### config.mk
export PLATFORM = sky130hd
export DESIGN_NAME = store_pack_buffer
export DESIGN_NICKNAME = d
export VERILOG_FILES = /design/src/rtl/store_pack_buffer.sv
export SDC_FILE = /design/constraint.sdc
export NUM_CORES = 1
export LEC_CHECK = 0
export BUFFER_PORTS_ARGS = -buffer_cell sky130_fd_sc_hd__buf_2
export CORE_MARGIN = 8
export CORE_UTILIZATION = 38
export CTS_CLUSTER_DIAMETER = 80
export DETAILED_ROUTE_END_ITERATION = 10
export PLACE_DENSITY_LB_ADDON = 0.12
export REMOVE_ABC_BUFFERS = 1
export SLEW_MARGIN = 20
export SYNTH_ARGS = -nofsm -noshare
export SYNTH_HDL_FRONTEND = slang
export SYNTH_SLANG_ARGS = --single-unit
### constraint.sdc
create_clock -name clk -period 5.35 [get_ports clk]
set_input_delay 0.2675 -clock clk [delete_from_list [all_inputs] [get_ports clk]]
set_output_delay 0.2675 -clock clk [all_outputs]
set_load 0.005 [all_outputs]
### src/rtl/store_pack_buffer.sv
// Store packer feeding a 2-entry FIFO: lane-replicates sb/sh/sw data, builds byte
// enables, traps misaligned stores as AdES, and presents the FIFO head to the bus.
module store_pack_buffer #(
  parameter int NUM_LANES = 4,
  parameter int LANE_W    = 8
) (
  input  logic                        clk,
  input  logic                        reset,
  input  logic                        req_valid,
  output logic                        req_ready,
  input  logic [31:0]                 req_addr,
  input  logic [31:0]                 req_wdata,
  input  logic [1:0]                  LS_op,
  output logic                        bus_valid,
  input  logic                        bus_ready,
  output logic [31:0]                 bus_addr,
  output logic [NUM_LANES*LANE_W-1:0] bus_wdata,
  output logic [NUM_LANES-1:0]        bus_byteen,
  output logic                        exc_valid,
  output logic [4:0]                  exc_code,
  output logic [31:0]                 exc_addr,
  output logic                        idle
);

  localparam logic [4:0] EXC_ADES = 5'd5;

  typedef enum logic [1:0] {EMPTY, ONE, FULL} state_t;

  state_t                            r_state;
  logic                              r_wptr, r_rptr;
  logic [31:0]                       r_addr [2];
  logic [NUM_LANES*LANE_W-1:0]       r_data [2];
  logic [NUM_LANES-1:0]              r_be   [2];
  logic                              r_exc_valid;
  logic [4:0]                        r_exc_code;
  logic [31:0]                       r_exc_addr;

  logic [NUM_LANES-1:0][LANE_W-1:0]  w_lane;
  logic [NUM_LANES-1:0]              w_be;
  logic                              w_fault, w_accept, w_push, w_pop;

  // Per-lane replication: byte stores fan byte 0 everywhere, half stores alternate
  // the two low bytes, word stores pass straight through.
  for (genvar g = 0; g < NUM_LANES; g++) begin : g_lane
    assign w_lane[g] = (LS_op == 2'b10) ? req_wdata[LANE_W-1:0] :
                       (LS_op == 2'b01) ? req_wdata[LANE_W*(g%2) +: LANE_W] :
                                          req_wdata[LANE_W*g +: LANE_W];
    assign w_be[g]   = (LS_op == 2'b10) ? (req_addr[1:0] == 2'(g)) :
                       (LS_op == 2'b01) ? (req_addr[1] == (g >= 2)) :
                                          1'b1;
  end

  always_comb begin
    w_fault = 1'b0;
    case (LS_op)
      2'b00:   w_fault = (req_addr[1:0] != 2'b00);
      2'b01:   w_fault = req_addr[0];
      2'b10:   w_fault = 1'b0;
      default: w_fault = 1'b1;
    endcase
  end

  assign req_ready = !reset && (r_state != FULL);
  assign bus_valid = (r_state != EMPTY);
  assign idle      = (r_state == EMPTY);
  assign bus_addr  = r_addr[r_rptr];
  assign bus_wdata = r_data[r_rptr];
  assign bus_byteen = r_be[r_rptr];
  assign exc_valid = r_exc_valid;
  assign exc_code  = r_exc_code;
  assign exc_addr  = r_exc_addr;

  // Faulting requests still handshake but never reach the FIFO.
  assign w_accept = req_valid && req_ready;
  assign w_push   = w_accept && !w_fault;
  assign w_pop    = bus_valid && bus_ready;

  always_ff @(posedge clk or posedge reset) begin
    if (reset) begin
      r_state     <= EMPTY;
      r_wptr      <= 1'b0;
      r_rptr      <= 1'b0;
      r_addr[0]   <= '0;
      r_addr[1]   <= '0;
      r_data[0]   <= '0;
      r_data[1]   <= '0;
      r_be[0]     <= '0;
      r_be[1]     <= '0;
      r_exc_valid <= 1'b0;
      r_exc_code  <= '0;
      r_exc_addr  <= '0;
    end else begin
      if (w_push) begin
        r_addr[r_wptr] <= {req_addr[31:2], 2'b00};
        r_data[r_wptr] <= w_lane;
        r_be[r_wptr]   <= w_be;
        r_wptr         <= ~r_wptr;
      end
      if (w_pop) r_rptr <= ~r_rptr;

      case (r_state)
        EMPTY:   if (w_push) r_state <= ONE;
        ONE: begin
          if (w_push && !w_pop)      r_state <= FULL;
          else if (!w_push && w_pop) r_state <= EMPTY;
        end
        FULL:    if (w_pop) r_state <= ONE;
        default: r_state <= EMPTY;
      endcase

      r_exc_valid <= w_accept && w_fault;
      r_exc_code  <= (w_accept && w_fault) ? EXC_ADES : 5'd0;
      if (w_accept && w_fault) r_exc_addr <= req_addr;
    end
  end

endmodule

After elaboration in Yosys (flattened, before gate mapping)
Cells that the tools add are included.

word-level totals
  output and inout bits = 109
  logic and storage cells = 83
  input port bits = 70
  register bits = 176

cells by class
  reductions and logical operators = 18
  order comparisons = 3
  bitwise operators = 5
  equality and inequality tests = 11
  multiplexer cells = 34

operators by type and width
  cell                                                              number
  32-bit two-way mux                                                7
  64-bit bitwise mux                                                2
  8-bit two-way mux                                                 5
  32-bit demux with 1-bit select                                    1
  4-bit two-way mux                                                 4
  8-bit bitwise mux                                                 1
  2-bit == test (second input constant)                             4
  1-bit logical AND                                                 8
  2-bit two-way mux                                                 4
  2-bit by 1-bit == test with 1-bit output (second input constant)  3
  2-bit logical NOT                                                 3
  1-bit two-way mux                                                 6
  2-bit case mux with 3 select lines                                1
  4-bit demux with 1-bit select                                     1
  2-bit greater-or-equal comparator (second input constant)         2
  1-bit logical NOT                                                 4
  2-bit != test (second input constant)                             2
  1-bit NOT with 2-bit output                                       2
  2-bit nonzero test                                                2
  3-bit two-way mux                                                 1
  3-bit != test (second input constant)                             1
  1-bit NOT                                                         3
  1-bit case mux with 3 select lines                                1
  3-bit AND reduction                                               1
  2 further kinds                                                   2

Logic depth before layout (Yosys ltp)
  word-level depth = 9
  depth in mapped cells = 8
  gate-level depth less buffers = 6

Worst setup path before layout
Ideal clock, no wire load.

  path type = input-to-reg
  start point = input reset
  end point = register r_addr[41] (netlist name)
  buffers on the path = 3
  cell stages on the path = 7
  required time = 5.225 ns
  slack = -0.265 ns
  library setup time = 0.125 ns
  arrival = 5.490 ns
  cell sequence = inv_1 > nand3_1 > or3_1 > clkbuf_1 > buf_6 > buf_6 > mux2_4

on the way
  longest elaborated chain between the ends = 4

RTL lines
  what                                line  RTL
  from (decl)                         8     input logic reset,
  1-bit logical NOT (no source line)  n/a
  1-bit logical AND                   63    assign req_ready = !reset && (r_state != FULL);
  1-bit logical AND                   74    assign w_accept = req_valid && req_ready;
  1-bit logical AND                   75    assign w_push = w_accept && !w_fault;
  to (signal, indexed assignment)     94    r_addr[r_wptr] <= {req_addr[31:2], 2'b00};
  to (decl)                           31    logic [31:0] r_addr [2];

Every way passes these cells.
A chain may end at the register's enable or synchronous reset.

Final worst setup path
  start point = input LS_op[1]
  end point = register r_data[14] (netlist name)

on the way
  longest elaborated chain between the ends = 4
  elaborated cells between the ends (all ways) = 8
  classes of those cells = eq/ne (2); mux (3); reduce/logical (3)

RTL lines
  what                                   line    RTL
  from (decl)                            13      input logic [1:0] LS_op,
  2-bit == test (tied with other cells)  45, 55
  1-bit case mux with 3 select lines     55      case (LS_op)
  1-bit logical NOT                      75
  1-bit logical AND                      75
  to (signal, indexed assignment)        95      r_data[r_wptr] <= w_lane;
  to (decl)                              32      logic [NUM_LANES*LANE_W-1:0] r_data [2];

Several ways; a longest one is shown, not always the timed one.

==> flow_summary.yaml <==
sta:
  slew_headroom_pct: 25.9
  finalHoldViolations: 7
  fmax_ghz: 0.342
  whs_ns: -0.0232
  finalCritPeriodShare_pct: 54.7
  fin_crit_ns: 2.92
  rsz0062_at_grt: "false"
  slew_violations: 0
  worst_pin_slew_ns: 1.11
  setup_ws_ns: 2.43
  clock_skew_ns: 0.00590
  report.final.setup_viol: 0
cts:
  ctsResizeCount: 0
  clockRootBuffer: "clkbuf_16"
  clock_latency_ns: 0.42
  path_clk_slew_ns: 0.07
  hold_buffers: 0
  cts_buffers: 17
  cts_tree: "done"
  htree_levels: 4
  cts.sinks: 169
  cts_setup_buffers: 0
  clockBufferDepth: 2
floorplanning:
  die_area_sq_mm: 0.0254
  num_rows: 52
  die_h_um: 159
  ios: 179
  die_w_um: 159
  start_util_pct: 38.6
  core_region_area_sq_mm: 0.0202
critical_path:
  cp_slowest_cell: "nor2b_1"
  cp_max_fo: 29
  critPathBufInv: 3
  cpMostUsedCell: "buf_4"
  crit_family: "simple AND/OR/NAND/NOR gates"
  start_kind: "input pin"
  critPathKind: "input pin to flip-flop"
  crit_required_ns: 5.65
  rrSetupSlack_ns: 2.88
  path_cells: "buf_2 -> buf_4 -> nor2b_1 -> a21oi_2 -> nor3b_2 -> buf_4 -> mux2_2"
  slowest_delay_ns: 0.83
  r2r-start: "r_state[0]"
  timing.rr.end: "r_data[63]"
  arrival_ns: 3.23
  endpoint_kind: "flip-flop"
  rr_worst_depth: 5
global_routing:
  gr-total-overflow: 0
  grt_pass1_vias: 5544
  grt_start_max_net_pins: 90
  grt_usage_pct: 14.9
  grt_pass1_wl_um: 30300
  antenna_found_initial: 0
layout:
  area_delta_synth_final_pct: 21.1
  post-route-util_pct: 46.8
  fillCellCount: 1836
  layout-drive-gt1-share_pct: 61.4
  num_antenna_cells: 0
  finalInstanceArea_sq_mm: 0.00944
  nNetsFinal: 787
place:
  gp_congestion: 0.756
  io_buffers: 173
  preCtsSetupSlack_ns: 1.94
  post_dp_cell_area_sq_mm: 0.00885
  dp_hpwl_um: 12400
synthesis:
  synth-edff-count: 0
  yosys_warnings: 0
  async_flop_share_pct: 100
  netlist_area_sq_mm: 0.00779
  synthCells: 553
  synth.area.top_cells: "dfrtp_1, mux2_2, mux2_4"
  avgSynthCellArea_sq_um: 14.1
  ys.flop_type: "dfrtp_1"
  ys_seq_area_share_pct: 54.3
  ys_types: 30
  ys_ff_latch: 169
  synth_common_cells: "mux2_2, dfrtp_1, nand2_1"
  yosysMostFrequentCell: "mux2_2"
  synth_top_cell_by_area: "dfrtp_1"
  synth_top_area_share_pct: 54.3
route:
  wirelength_um: 18600
  routedWlPerCell_um: 18.6
  vias: 4947
  drt_iter0_drc: 230
  viasPerCell: 4.96
  dr.pass1.iters: 4
  ant_nets: 0
  drc: 0
power:
  powerDensity_mw_per_mm2: 548
  power_mw: 5.17
  leakagePower_nw: 4.49
  ir_drop_mv: 0.233
status:
  violations: "hold timing"
  status: "finished, violations left"
flow_run:
  cap_violations: 0
min_path:
  hold_class: "input pin to async pin"
placed cells by master (no fill, tap or decap), types with 5 or more instances in the layout:
| cell | netlist | layout |
|---|---|---|
| a211oi_1 | 8 | 8 |
| a21oi_1 | 10 | 10 |
| buf_2 | 12 | 173 |
| clkbuf_16 | 0 | 17 |
| conb_1 | 1 | 5 |
| dfrtp_1 | 169 | 168 |
| mux2_2 | 201 | 201 |
| mux2_4 | 29 | 29 |
| mux2i_1 | 8 | 8 |
| nand2_1 | 50 | 50 |
| nor2_1 | 6 | 6 |
| nor2b_1 | 10 | 10 |
report_power, final:
group          switching, mW  internal (mW)
clock network          0.522          0.703
registers              0.327           1.82
logic                  0.680           1.12
total                   1.53           3.64
stage by stage:
| stage | instances | setup TNS, ns |
|---|---|---|
| after floorplan | 518 | -392.27 |
| after global placement | 967 | 0 |
| after detailed placement | 967 | 0 |
| after CTS | 998 | 0 |
| after global routing | 998 | 0 |
| final | 998 | 0 |
worst max path at each step:
stage,from,to,cells after the start
floorplan,reset,r_addr[10],4
global placement,LS_op[1],r_data[19],7
detailed placement,LS_op[1],r_be[3],7
CTS,LS_op[1],r_data[14],7
global route,LS_op[1],r_be[0],7
finish,LS_op[1],r_data[14],7
per-layer routing:
| layer | vias to the layer above | track usage (%) | routed length (um) |
|---|---|---|---|
| met5 | - | 0 | 0 |
| met4 | 0 | 4.50 | 246 |
| met3 | 19 | 4.40 | 1180 |
| met2 | 159 | 23.0 | 8290 |
| met1 | 2505 | 19.7 | 8840 |
| li1 | 2264 | - | - |
kinds of logic after synthesis:
logic type / count (synthesis) / share of synthesized area [%]
other cells: 1 / 0.0481
flops: 169 / 54.3
simple gates: 76 / 4.45
xor+xnor: 3 / 0.337
fa+ha+maj: 1 / 0.160
mux: 238 / 35.7
buf+inv: 42 / 3.23
compound gates: 23 / 1.88
area by class of cell:
class                           instances  area [sq um]  area share [%]
Clock buffer                           18           439            4.65
Clock inverter                         13           146            1.55
Timing Repair Buffer                  179           927            9.82
Sequential cell                       169          4230            44.8
Multi-Input combinational cell        346          3340            35.4
Inverter                                3          16.3           0.172
Tap cell                              270           338            3.58
sequential cells by signal, summed over array words and instances, names as in the netlist:
name	flops
exc_addr	32
r_wptr	1
r_addr	60
exc_code	1
r_state	2
r_be	8
r_rptr	1
r_data	64
(Power assumes the default switching activity.)
